**src/rtl/host_itf_pkg.sv**
```systemverilog
// rtl/host_itf_pkg.sv - host register map constants, decode selector type and 7-segment glyph table
package host_itf_pkg;

  localparam logic [19:0] ADDR_RW_BASE = 20'h00000;
  localparam logic [19:0] ADDR_RO_BASE = 20'h00800;
  localparam logic [19:0] ADDR_CMD     = 20'h01000;
  localparam logic [19:0] ADDR_STATUS  = 20'h01002;
  localparam logic [19:0] ADDR_ID      = 20'h01004;

  typedef enum logic [2:0] {
    SEL_NONE,
    SEL_RW,
    SEL_RO,
    SEL_CMD,
    SEL_STATUS,
    SEL_ID
  } sel_e;

  // Segment order {a,b,c,d,e,f,g}; values above 9 blank unless hex glyphs are enabled
  function automatic logic [6:0] seg_glyph(input logic [3:0] nibble, input logic hex);
    logic [6:0] g;
    case (nibble)
      4'h0: g = 7'h7E;
      4'h1: g = 7'h30;
      4'h2: g = 7'h6D;
      4'h3: g = 7'h79;
      4'h4: g = 7'h33;
      4'h5: g = 7'h5B;
      4'h6: g = 7'h5F;
      4'h7: g = 7'h70;
      4'h8: g = 7'h7F;
      4'h9: g = 7'h7B;
      4'hA: g = 7'h77;
      4'hB: g = 7'h1F;
      4'hC: g = 7'h4E;
      4'hD: g = 7'h3D;
      4'hE: g = 7'h4F;
      default: g = 7'h47;
    endcase
    if (!hex && nibble > 4'd9) g = 7'h00;
    return g;
  endfunction

endpackage

```
**src/rtl/host_reg_itf_seg_scan.sv**
```systemverilog
// rtl/host_reg_itf_seg_scan.sv - clock-enabled multi-digit 7-segment scanner
module seg_scan
  import host_itf_pkg::*;
#(
  parameter int NDIG     = 6,
  parameter int SCAN_DIV = 50000,
  parameter int DISP_HEX = 1
) (
  input  logic              clk,
  input  logic              rst,
  input  logic [NDIG*4-1:0] i_disp_value,
  output logic [NDIG-1:0]   o_seg_com,
  output logic [7:0]        o_seg_data
);

  localparam int CW = $clog2(SCAN_DIV);
  localparam int DW = (NDIG > 1) ? $clog2(NDIG) : 1;

  logic [CW-1:0]   r_cnt;
  logic [DW-1:0]   r_dig;
  logic [NDIG-1:0] r_com;
  logic [7:0]      r_seg;
  logic            w_tick;
  logic [DW-1:0]   w_com_sel;
  logic [3:0]      w_nib;

  assign w_tick    = (r_cnt == CW'(SCAN_DIV - 1));
  assign w_com_sel = DW'(NDIG - 1) - r_dig;
  assign w_nib     = i_disp_value[4*r_dig +: 4];

  // Digit select and glyph latch together on the tick so they never disagree
  always_ff @(posedge clk or posedge rst) begin
    if (rst) begin
      r_cnt <= '0;
      r_dig <= '0;
      r_com <= '1;
      r_seg <= '0;
    end else begin
      r_cnt <= w_tick ? '0 : r_cnt + CW'(1);
      if (w_tick) begin
        r_dig <= (r_dig == DW'(NDIG - 1)) ? '0 : r_dig + DW'(1);
        r_com <= ~(NDIG'(1) << w_com_sel);
        r_seg <= {seg_glyph(w_nib, DISP_HEX != 0), 1'b0};
      end
    end
  end

  assign o_seg_com  = r_com;
  assign o_seg_data = r_seg;

endmodule

```
**src/rtl/host_reg_itf.sv**
```systemverilog
// rtl/host_reg_itf.sv - host bus register file: synchronised strobes, atomic 32-bit config/result access, command strobe
module host_reg_itf
  import host_itf_pkg::*;
#(
  parameter int          NRW      = 4,
  parameter int          NRO      = 2,
  parameter int          NDIG     = 6,
  parameter int          SCAN_DIV = 50000,
  parameter int          DISP_HEX = 1,
  parameter logic [15:0] ID_WORD  = 16'hE5D1
) (
  input  logic              clk,
  input  logic              RESET,
  input  logic              HOST_nCS,
  input  logic              HOST_nWE,
  input  logic              HOST_nOE,
  input  logic [20:0]       HOST_ADD,
  input  logic [15:0]       HDI,
  output logic [15:0]       HDO,
  output logic [NRW*32-1:0] cfg_regs,
  output logic [NRW-1:0]    cfg_wr_pulse,
  output logic [3:0]        proc_cmd,
  output logic              cmd_strobe,
  input  logic [3:0]        proc_status,
  input  logic [NRO*32-1:0] ro_regs,
  input  logic [NDIG*4-1:0] disp_value,
  output logic [NDIG-1:0]   SEG_COM,
  output logic [7:0]        SEG_DATA
);

  localparam int RW_IW = (NRW > 1) ? $clog2(NRW) : 1;
  localparam int RO_IW = (NRO > 1) ? $clog2(NRO) : 1;

  logic [1:0]       r_ncs_sync, r_nwe_sync, r_noe_sync;
  logic [1:0]       r_sync_ok;
  logic             r_wr_act_d, r_rd_act_d;
  logic [31:0]      r_cfg    [NRW];
  logic [15:0]      r_shadow [NRW];
  logic [15:0]      r_snap   [NRO];
  logic [NRW-1:0]   r_wr_pulse;
  logic [3:0]       r_cmd;
  logic             r_cmd_strobe;
  logic [15:0]      r_hdo;

  logic             w_wr_act, w_rd_act, w_commit, w_rd_rise;
  logic [19:0]      w_addr, w_rw_off, w_ro_off;
  logic [RW_IW-1:0] w_rw_idx;
  logic [RO_IW-1:0] w_ro_idx;
  logic             w_hi;
  sel_e             w_sel;
  logic [15:0]      w_rd_data;
  logic [31:0]      w_ro [NRO];
  logic             w_unused;

  for (genvar g = 0; g < NRO; g++) begin : g_ro
    assign w_ro[g] = ro_regs[32*g +: 32];
  end

  for (genvar g = 0; g < NRW; g++) begin : g_cfg
    assign cfg_regs[32*g +: 32] = r_cfg[g];
  end

  // Edge history is pinned active until the synchronisers carry post-reset samples,
  // so an access already under way at reset release never produces an edge
  always_ff @(posedge clk or posedge RESET) begin
    if (RESET) begin
      r_ncs_sync <= 2'b11;
      r_nwe_sync <= 2'b11;
      r_noe_sync <= 2'b11;
      r_sync_ok  <= 2'b00;
      r_wr_act_d <= 1'b1;
      r_rd_act_d <= 1'b1;
    end else begin
      r_ncs_sync <= {r_ncs_sync[0], HOST_nCS};
      r_nwe_sync <= {r_nwe_sync[0], HOST_nWE};
      r_noe_sync <= {r_noe_sync[0], HOST_nOE};
      r_sync_ok  <= {r_sync_ok[0], 1'b1};
      r_wr_act_d <= r_sync_ok[1] ? w_wr_act : 1'b1;
      r_rd_act_d <= r_sync_ok[1] ? w_rd_act : 1'b1;
    end
  end

  assign w_wr_act  = !r_ncs_sync[1] && !r_nwe_sync[1] && r_noe_sync[1];
  assign w_rd_act  = !r_ncs_sync[1] && !r_noe_sync[1];
  assign w_commit  = w_wr_act && !r_wr_act_d;
  assign w_rd_rise = w_rd_act && !r_rd_act_d;

  assign w_addr   = HOST_ADD[19:0];
  assign w_rw_off = w_addr - ADDR_RW_BASE;
  assign w_ro_off = w_addr - ADDR_RO_BASE;
  assign w_rw_idx = w_rw_off[RW_IW+1:2];
  assign w_ro_idx = w_ro_off[RO_IW+1:2];
  assign w_hi     = w_addr[1];
  assign w_unused = HOST_ADD[20];

  always_comb begin
    w_sel = SEL_NONE;
    if (w_rw_off < 20'(4*NRW))      w_sel = SEL_RW;
    else if (w_ro_off < 20'(4*NRO)) w_sel = SEL_RO;
    else if (w_addr == ADDR_CMD)    w_sel = SEL_CMD;
    else if (w_addr == ADDR_STATUS) w_sel = SEL_STATUS;
    else if (w_addr == ADDR_ID)     w_sel = SEL_ID;
  end

  always_comb begin
    w_rd_data = 16'h0000;
    case (w_sel)
      SEL_RW:     w_rd_data = w_hi ? r_cfg[w_rw_idx][31:16] : r_shadow[w_rw_idx];
      SEL_RO:     w_rd_data = w_hi ? r_snap[w_ro_idx] : w_ro[w_ro_idx][15:0];
      SEL_CMD:    w_rd_data = {12'h000, r_cmd};
      SEL_STATUS: w_rd_data = {12'h000, proc_status};
      SEL_ID:     w_rd_data = ID_WORD;
      default:    w_rd_data = 16'h0000;
    endcase
  end

  always_ff @(posedge clk or posedge RESET) begin
    if (RESET) begin
      for (int i = 0; i < NRW; i++) begin
        r_cfg[i]    <= '0;
        r_shadow[i] <= '0;
      end
      for (int j = 0; j < NRO; j++) r_snap[j] <= '0;
      r_wr_pulse   <= '0;
      r_cmd        <= '0;
      r_cmd_strobe <= 1'b0;
      r_hdo        <= '0;
    end else begin
      r_wr_pulse   <= '0;
      r_cmd_strobe <= 1'b0;
      if (w_commit) begin
        case (w_sel)
          SEL_RW: begin
            if (w_hi) begin
              r_cfg[w_rw_idx]      <= {HDI, r_shadow[w_rw_idx]};
              r_wr_pulse[w_rw_idx] <= 1'b1;
            end else begin
              r_shadow[w_rw_idx] <= HDI;
            end
          end
          SEL_CMD: begin
            r_cmd        <= HDI[3:0];
            r_cmd_strobe <= 1'b1;
          end
          default: ;
        endcase
      end
      // Upper half is frozen when the low half is first read, giving a coherent word
      if (w_rd_rise && w_sel == SEL_RO && !w_hi) r_snap[w_ro_idx] <= w_ro[w_ro_idx][31:16];
      if (w_rd_act) r_hdo <= w_rd_data;
    end
  end

  assign HDO          = r_hdo;
  assign cfg_wr_pulse = r_wr_pulse;
  assign proc_cmd     = r_cmd;
  assign cmd_strobe   = r_cmd_strobe;

  seg_scan #(
    .NDIG     (NDIG),
    .SCAN_DIV (SCAN_DIV),
    .DISP_HEX (DISP_HEX)
  ) u_seg_scan (
    .clk          (clk),
    .rst          (RESET),
    .i_disp_value (disp_value),
    .o_seg_com    (SEG_COM),
    .o_seg_data   (SEG_DATA)
  );

endmodule

```
**config.mk**
```make
export PLATFORM = sky130hd
export DESIGN_NAME = host_reg_itf
export DESIGN_NICKNAME = d
export VERILOG_FILES = /design/src/rtl/host_itf_pkg.sv /design/src/rtl/host_reg_itf_seg_scan.sv /design/src/rtl/host_reg_itf.sv
export SDC_FILE = /design/constraint.sdc
export NUM_CORES = 1
export LEC_CHECK = 0
export CORE_ASPECT_RATIO = 1.4
export CORE_MARGIN = 2
export CORE_UTILIZATION = 46
export DETAILED_ROUTE_END_ITERATION = 10
export PLACE_DENSITY = 0.76
export SLEW_MARGIN = 5
export SYNTH_ARGS = -nofsm -noshare
export SYNTH_HDL_FRONTEND = slang
export SYNTH_SLANG_ARGS = --single-unit
```
**constraint.sdc**
```tcl
create_clock -name clk -period 8.25 [get_ports clk]
set_clock_uncertainty 0.15 [all_clocks]
set_input_delay 0.825 -clock clk [delete_from_list [all_inputs] [get_ports clk]]
set_output_delay 0.825 -clock clk [all_outputs]
set_load 0.1 [all_outputs]
```
### Word-level counts from Yosys, hierarchy flattened

Memory sizes are Yosys's and may differ from the RTL's. A register that Yosys moved wholly into a read port is not among the register bits.
Index checks and enable logic that the tools add are counted.

| cells by class | value |
|---|---|
| add/sub/neg operators | 4 |
| $lt $le $gt $ge | 8 |
| eq/ne operators | 10 |
| shifts and indexed selects | 2 |
| muxes and demuxes | 40 |
| bitwise logic cells | 4 |
| reduce and logical (&&, ||, !) cells | 19 |

Operators with widths:

| cell | number |
|---|---|
| $mux W32 | 6 |
| $mux W16 | 10 |
| $bwmux W128 | 1 |
| $pmux W16 S5 | 1 |
| $bmux W32 S2 | 1 |
| $bwmux W64 | 1 |
| $demux W32 S2 | 1 |
| $eq A20 B13 Y1 const B | 3 |
| $bmux W16 S2 | 1 |
| $bwmux W32 | 1 |
| $demux W16 S2 | 1 |
| $shiftx A24 B6 Y4 | 1 |
| $lt A20 B4 Y1 const B | 1 |
| $lt A20 B5 Y1 const B | 1 |
| $sub A20 B12 Y20 const B | 1 |
| $mux W3 | 6 |
| $add A16 B1 Y16 const B | 1 |
| $demux W16 S1 | 1 |
| $eq A16 B16 Y1 const B | 1 |
| $mux W4 | 3 |
| $logic_and A1 B1 Y1 | 10 |
| $eq A3 B3 Y1 const B | 3 |
| $eq A3 B2 Y1 const B | 2 |
| $logic_not A1 Y1 | 6 |
| other kinds (18) | 23 |

| storage, ports and cells | value |
|---|---|
| register bits | 284 |
| bits in read-only memories | 112 |
| input port bits | 134 |
| memories kept | 1 |

Memories:

| name | words | bits a word | read ports | clocked after Yosys merged registers in | wr ports | line | text |
|---|---|---|---|---|---|---|---|
| (no name shown) | 16 | 7 | 1 | 1 | 0 | host_itf_pkg.sv:22 | `case (nibble)` |

### Longest topological paths before layout

| logic depth | value |
|---|---|
| depth after elaboration | 9 |
| gate-level depth with buffers | 9 |
| gate-level depth less buffers | 8 |

### By module

A second synthesis with hierarchy kept.

| second synthesis, totals | value |
|---|---|
| cells, all modules | 930 |
| area, all modules | 13481.7 um^2 |

Modules (own cells, without submodules):

| module | instances | cells an instance | area each (um^2) | sequential area each (um^2) |
|---|---|---|---|---|
| host_reg_itf | 1 | 712 | 11436.0 | 6491.2 |
| seg_scan | 1 | 218 | 2045.7 | 808.3 |

### Worst setup path before layout

Ideal clock, no wire load.

| path | value |
|---|---|
| kind | input to register |
| start | input disp_value[13] |
| end | register u_seg_scan.r_seg[7], in the netlist u_seg_scan.o_seg_data[7] |
| data arrival time | 2.517 ns |
| data required time | 7.961 ns |
| setup slack | 5.444 ns |
| cell stages on the path | 7 |
| path buffers | 0 |
| cell sequence | mux4_2 a21oi_1 ha_1 inv_1 nand2_1 o32ai_1 or4b_1 |

| between the ends | value |
|---|---|
| word-level cells in the longest chain between the ends | 1 |

RTL lines:

| what | line | text |
|---|---|---|
| start, declared | host_reg_itf.sv:26 | `input logic [NDIG*4-1:0] disp_value,` |
| $shiftx A24 B6 Y4 | host_reg_itf_seg_scan.sv:29 | `assign w_nib = i_disp_value[4*r_dig +: 4];` |
| end, declared | host_reg_itf_seg_scan.sv:22 | `logic [7:0] r_seg;` |

No other way between the ends.
A chain may end at the register's enable or synchronous reset.

### Final worst setup path

| path | value |
|---|---|
| start | input HOST_ADD[19] |
| end | register r_cfg (netlist bit cfg_regs[70]) |

| between the ends | value |
|---|---|
| word-level cells in the longest chain between the ends | 8 |
| elaborated cells on any way between the ends | 13 |
| classes of those cells | add/sub (1); order compare (2); eq/ne (4); mux (5); reduce/logical (1) |

RTL lines:

| what | line | text |
|---|---|---|
| start, declared | host_reg_itf.sv:17 | `input logic [20:0] HOST_ADD,` |
| parallel branches: the longest is 5 deep, another holds $sub A20 B12 Y20 | n/a |  |
| $mux W3 (*) | host_reg_itf.sv:98 | `if (w_rw_off < 20'(4*NRW)) w_sel = SEL_RW;` |
| $eq A3 B1 Y1 (*) | host_reg_itf.sv:132 | `case (w_sel)` |
| $reduce_and A3 Y1 (no source line) (*) | n/a |  |
| end signal, assigned by index | host_reg_itf.sv:135 | `r_cfg[w_rw_idx] <= {HDI, r_shadow[w_rw_idx]};` |
| end, declared | host_reg_itf.sv:37 | `logic [31:0] r_cfg [NRW];` |

Mark *: on every way between the ends.

==> impl_metrics.yaml <==
run_status:
  status: "complete, no violations"
placed_design:
  place_ws_ns: 4.21
  dpl_cell_area_mm2: 0.0165
  gp_congestion: 0.744
  dp_hpwl_um: 22900
  portBuffers: 298
final_layout:
  drive_above_1_share_pct: 27.8
  finalInstanceArea_mm2: 0.0174
  finish.utilization_pct: 61.3
  fillers: 2155
  diodes: 0
  area_growth_pct: 30.8
  nets: 1327
cts:
  cts_resized: 0
  tritoncts: "yes"
  clk_path_buf_depth: 3
  cts.clk_slew.worst_paths_ns: 0.06
  hold_buffers: 0
  numCtsBuffers: 28
  h-tree-depth: 1
  numClockSinks: 291
  root_buffer: "clkbuf_16"
  cts_setup_buffers: 0
  insertion_delay_ns: 0.56
floorplanning:
  die_area_mm2: 0.0303
  start_util_pct: 46.8
  coreArea_mm2: 0.0284
  die_h_um: 205
  die_w_um: 148
  io_pins: 301
  num_rows: 73
worst_setup_path:
  r2r_end: "cfg_regs[70]"
  max_stage_delay_ns: 0.61
  rrSetupSlack_ns: 5.11
  r2r-start: "r_noe_sync[1]"
  crit_buf_inv: 2
  cp_max_fo: 26
  r2r_cells: 6
  cp_top_family: "simple AND/OR/NAND/NOR gates"
  cp_data_arrival_time_ns: 3.64
  criticalPathCategory: "in2reg"
  path_cells: "clkdlybuf4s50_1 > nor4_2 > and4_1 > nand4_4 > nor3b_4 > buf_4 > mux2_2"
  required_ns: 8.52
  timing.critical_path.from_type: "input pin"
  cp_slowest_cell: "nor3b_4"
  endpoint_kind: "flop"
timing:
  period_needed_ns: 3.37
  fin_ws_ns: 4.88
  finalSetupTns_ns: 0
  relSlewSlack_pct: 15.6
  fin_crit_sh_pct: 40.8
  rsz0062_at_grt: "false"
  setup_violations: 0
  fmax_mhz: 297
  slew_viol_final: 0
  tightest_slew_ns: 1.26
  hold_viol: 0
synth:
  yosysTopAreaCellShare_pct: 52.1
  synth_area_leaders: "dfrtp_1 (52%), mux2_2 (16%), mux4_2 (8.5%)"
  ys.flop_type: "dfrtp_1"
  synth.net_count: 1041
  ys_seq_elements: 291
  synthCells: 893
  yosysWarnings: 0
  synth_most_common_cell: "dfrtp_1"
  async_flop_share_pct: 100
  synth_area_leader_cell: "dfrtp_1"
  synthTopCellsByCount: "dfrtp_1 (277), mux2_2 (191), mux4_2 (50), mux2_1 (44), nand2_1 (36)"
  yosysUniqueCellTypes: 69
  avgSynthCellArea_um2: 14.9
  yosysSeqAreaShare_pct: 54.9
  synthesis.area_mm2: 0.0133
  synth_edf_count: 0
drt:
  firstDrtPassIters: 5
  viasPerCell: 5.49
  drt_iter0_markers: 337
  post-route-drc-count: 0
  wl_per_cell_um: 21.1
  ant_nets: 0
  num_vias: 8656
  wl_um: 33300
global_route:
  grt_pass1_vias: 9253
  grt_pass1_wl_um: 52300
  antenna_found_initial: 0
  grt_max_degree: 186
  grt_remaining_overflow: 0
  track_usage_pct: 22.1
hold_path:
  hp-start: "r_sync_ok[0]"
  whs_path_depth: 0
  hold_path_class: "reg2reg"
  min_to: "r_sync_ok[1]"
power_and_ir_drop:
  power.density_mw_per_mm2: 165
  peakVddDrop_mv: 0.145
  leakage_nw: 7.99
  p_total_w: 0.00287
job:
  drv_cap: 0
worst max-delay path by stage:
stage                         to         start  depth (start not counted)
finish              cfg_regs[70]  HOST_ADD[19]                          7
global placement         HDO[14]   HOST_ADD[2]                          6
detailed placement       HDO[14]   HOST_ADD[2]                          6
CTS                      HDO[14]   HOST_ADD[2]                          6
global route             HDO[14]   HOST_ADD[2]                          6
floorplan                 HDO[0]         RESET                          1
cells in the final DEF, fill, tap and decap left out, types with 3 or more instances in the layout:
master,instances
inv_1,13
nand3_1,9
a22oi_1,4
mux2_2,191
o21ai_0,9
clkbuf_16,28
clkinv_2,3
xnor2_1,9
nor3_1,10
nor4_1,5
dfstp_2,14
mux2_4,10
xor2_1,6
ha_1,14
a221oi_1,12
mux2_1,44
o21ai_1,13
nand2b_1,5
and3_1,4
a31oi_1,7
clkbuf_1,13
clkdlybuf4s50_1,295
mux2i_1,11
mux4_2,50
nand2_1,36
a21oi_1,4
o22ai_1,3
nor2_1,27
dfrtp_1,277
clkbuf_8,5
and4_1,3
buf_4,8
routing by layer:
layer	up-vias	share of wire [%]	track usage (%)
li1	3878	-	-
met1	4476	40	28.2
met2	266	52	38.6
met3	36	6.4	4.70
met4	0	1.6	5.32
met5	-	0	0
report_power, final:
part           internal, W  switching, W
sequential         0.00143    0.00000118
clock             0.000739      0.000535
combinational    0.0000823     0.0000853
through the flow:
step | std cells | hold slack [ns]
final | 1576 | 0.198
after global routing | 1576 | 0.204
after CTS | 1576 | 0.201
after detailed placement | 1524 | 0.186
after global placement | 1524 | 0.184
after floorplan | 893 | 0.181
sequential cells by signal, indices dropped and copies added (netlist names), 3 cells and up:
| name | count |
|---|---|
| HDO | 16 |
| cfg_regs | 128 |
| cfg_wr_pulse | 4 |
| proc_cmd | 4 |
| r_shadow | 64 |
| r_snap | 32 |
| u_seg_scan.o_seg_com | 6 |
| u_seg_scan.o_seg_data | 7 |
| u_seg_scan.r_cnt | 16 |
| u_seg_scan.r_dig | 3 |
layout make-up:
class | instances | area [µm²] | share of cell area, %
multi-input combinational | 538 | 5620 | 32.3
clock inverter | 6 | 91.3 | 0.525
sequential | 291 | 7300 | 42.0
timing repair buffer | 306 | 3040 | 17.5
clock buffer | 46 | 818 | 4.70
tap | 375 | 469 | 2.70
inverter | 14 | 56.3 | 0.324
cells by family (layout without fill, tap and decap cells):
family	count (synthesis)	after routing	synth area share [%]
buf+inv	64	372	2.93
simple gates	131	131	5.91
other cells	2	2	0.0564
mux	306	306	30.3
compound gates	70	70	3.63
xor+xnor	15	15	0.987
flops	291	291	54.9
fa+ha+maj	14	14	1.32
worst register-to-register path: stages (launching register included):
cell,delay (ns)
dfstp_2,0.52
or3b_1,0.42
nor2_2,0.20
nand4_4,0.20
nor3b_4,0.61
buf_4,0.51
mux2_2,0.41
Power figures use the tool's default switching activity.
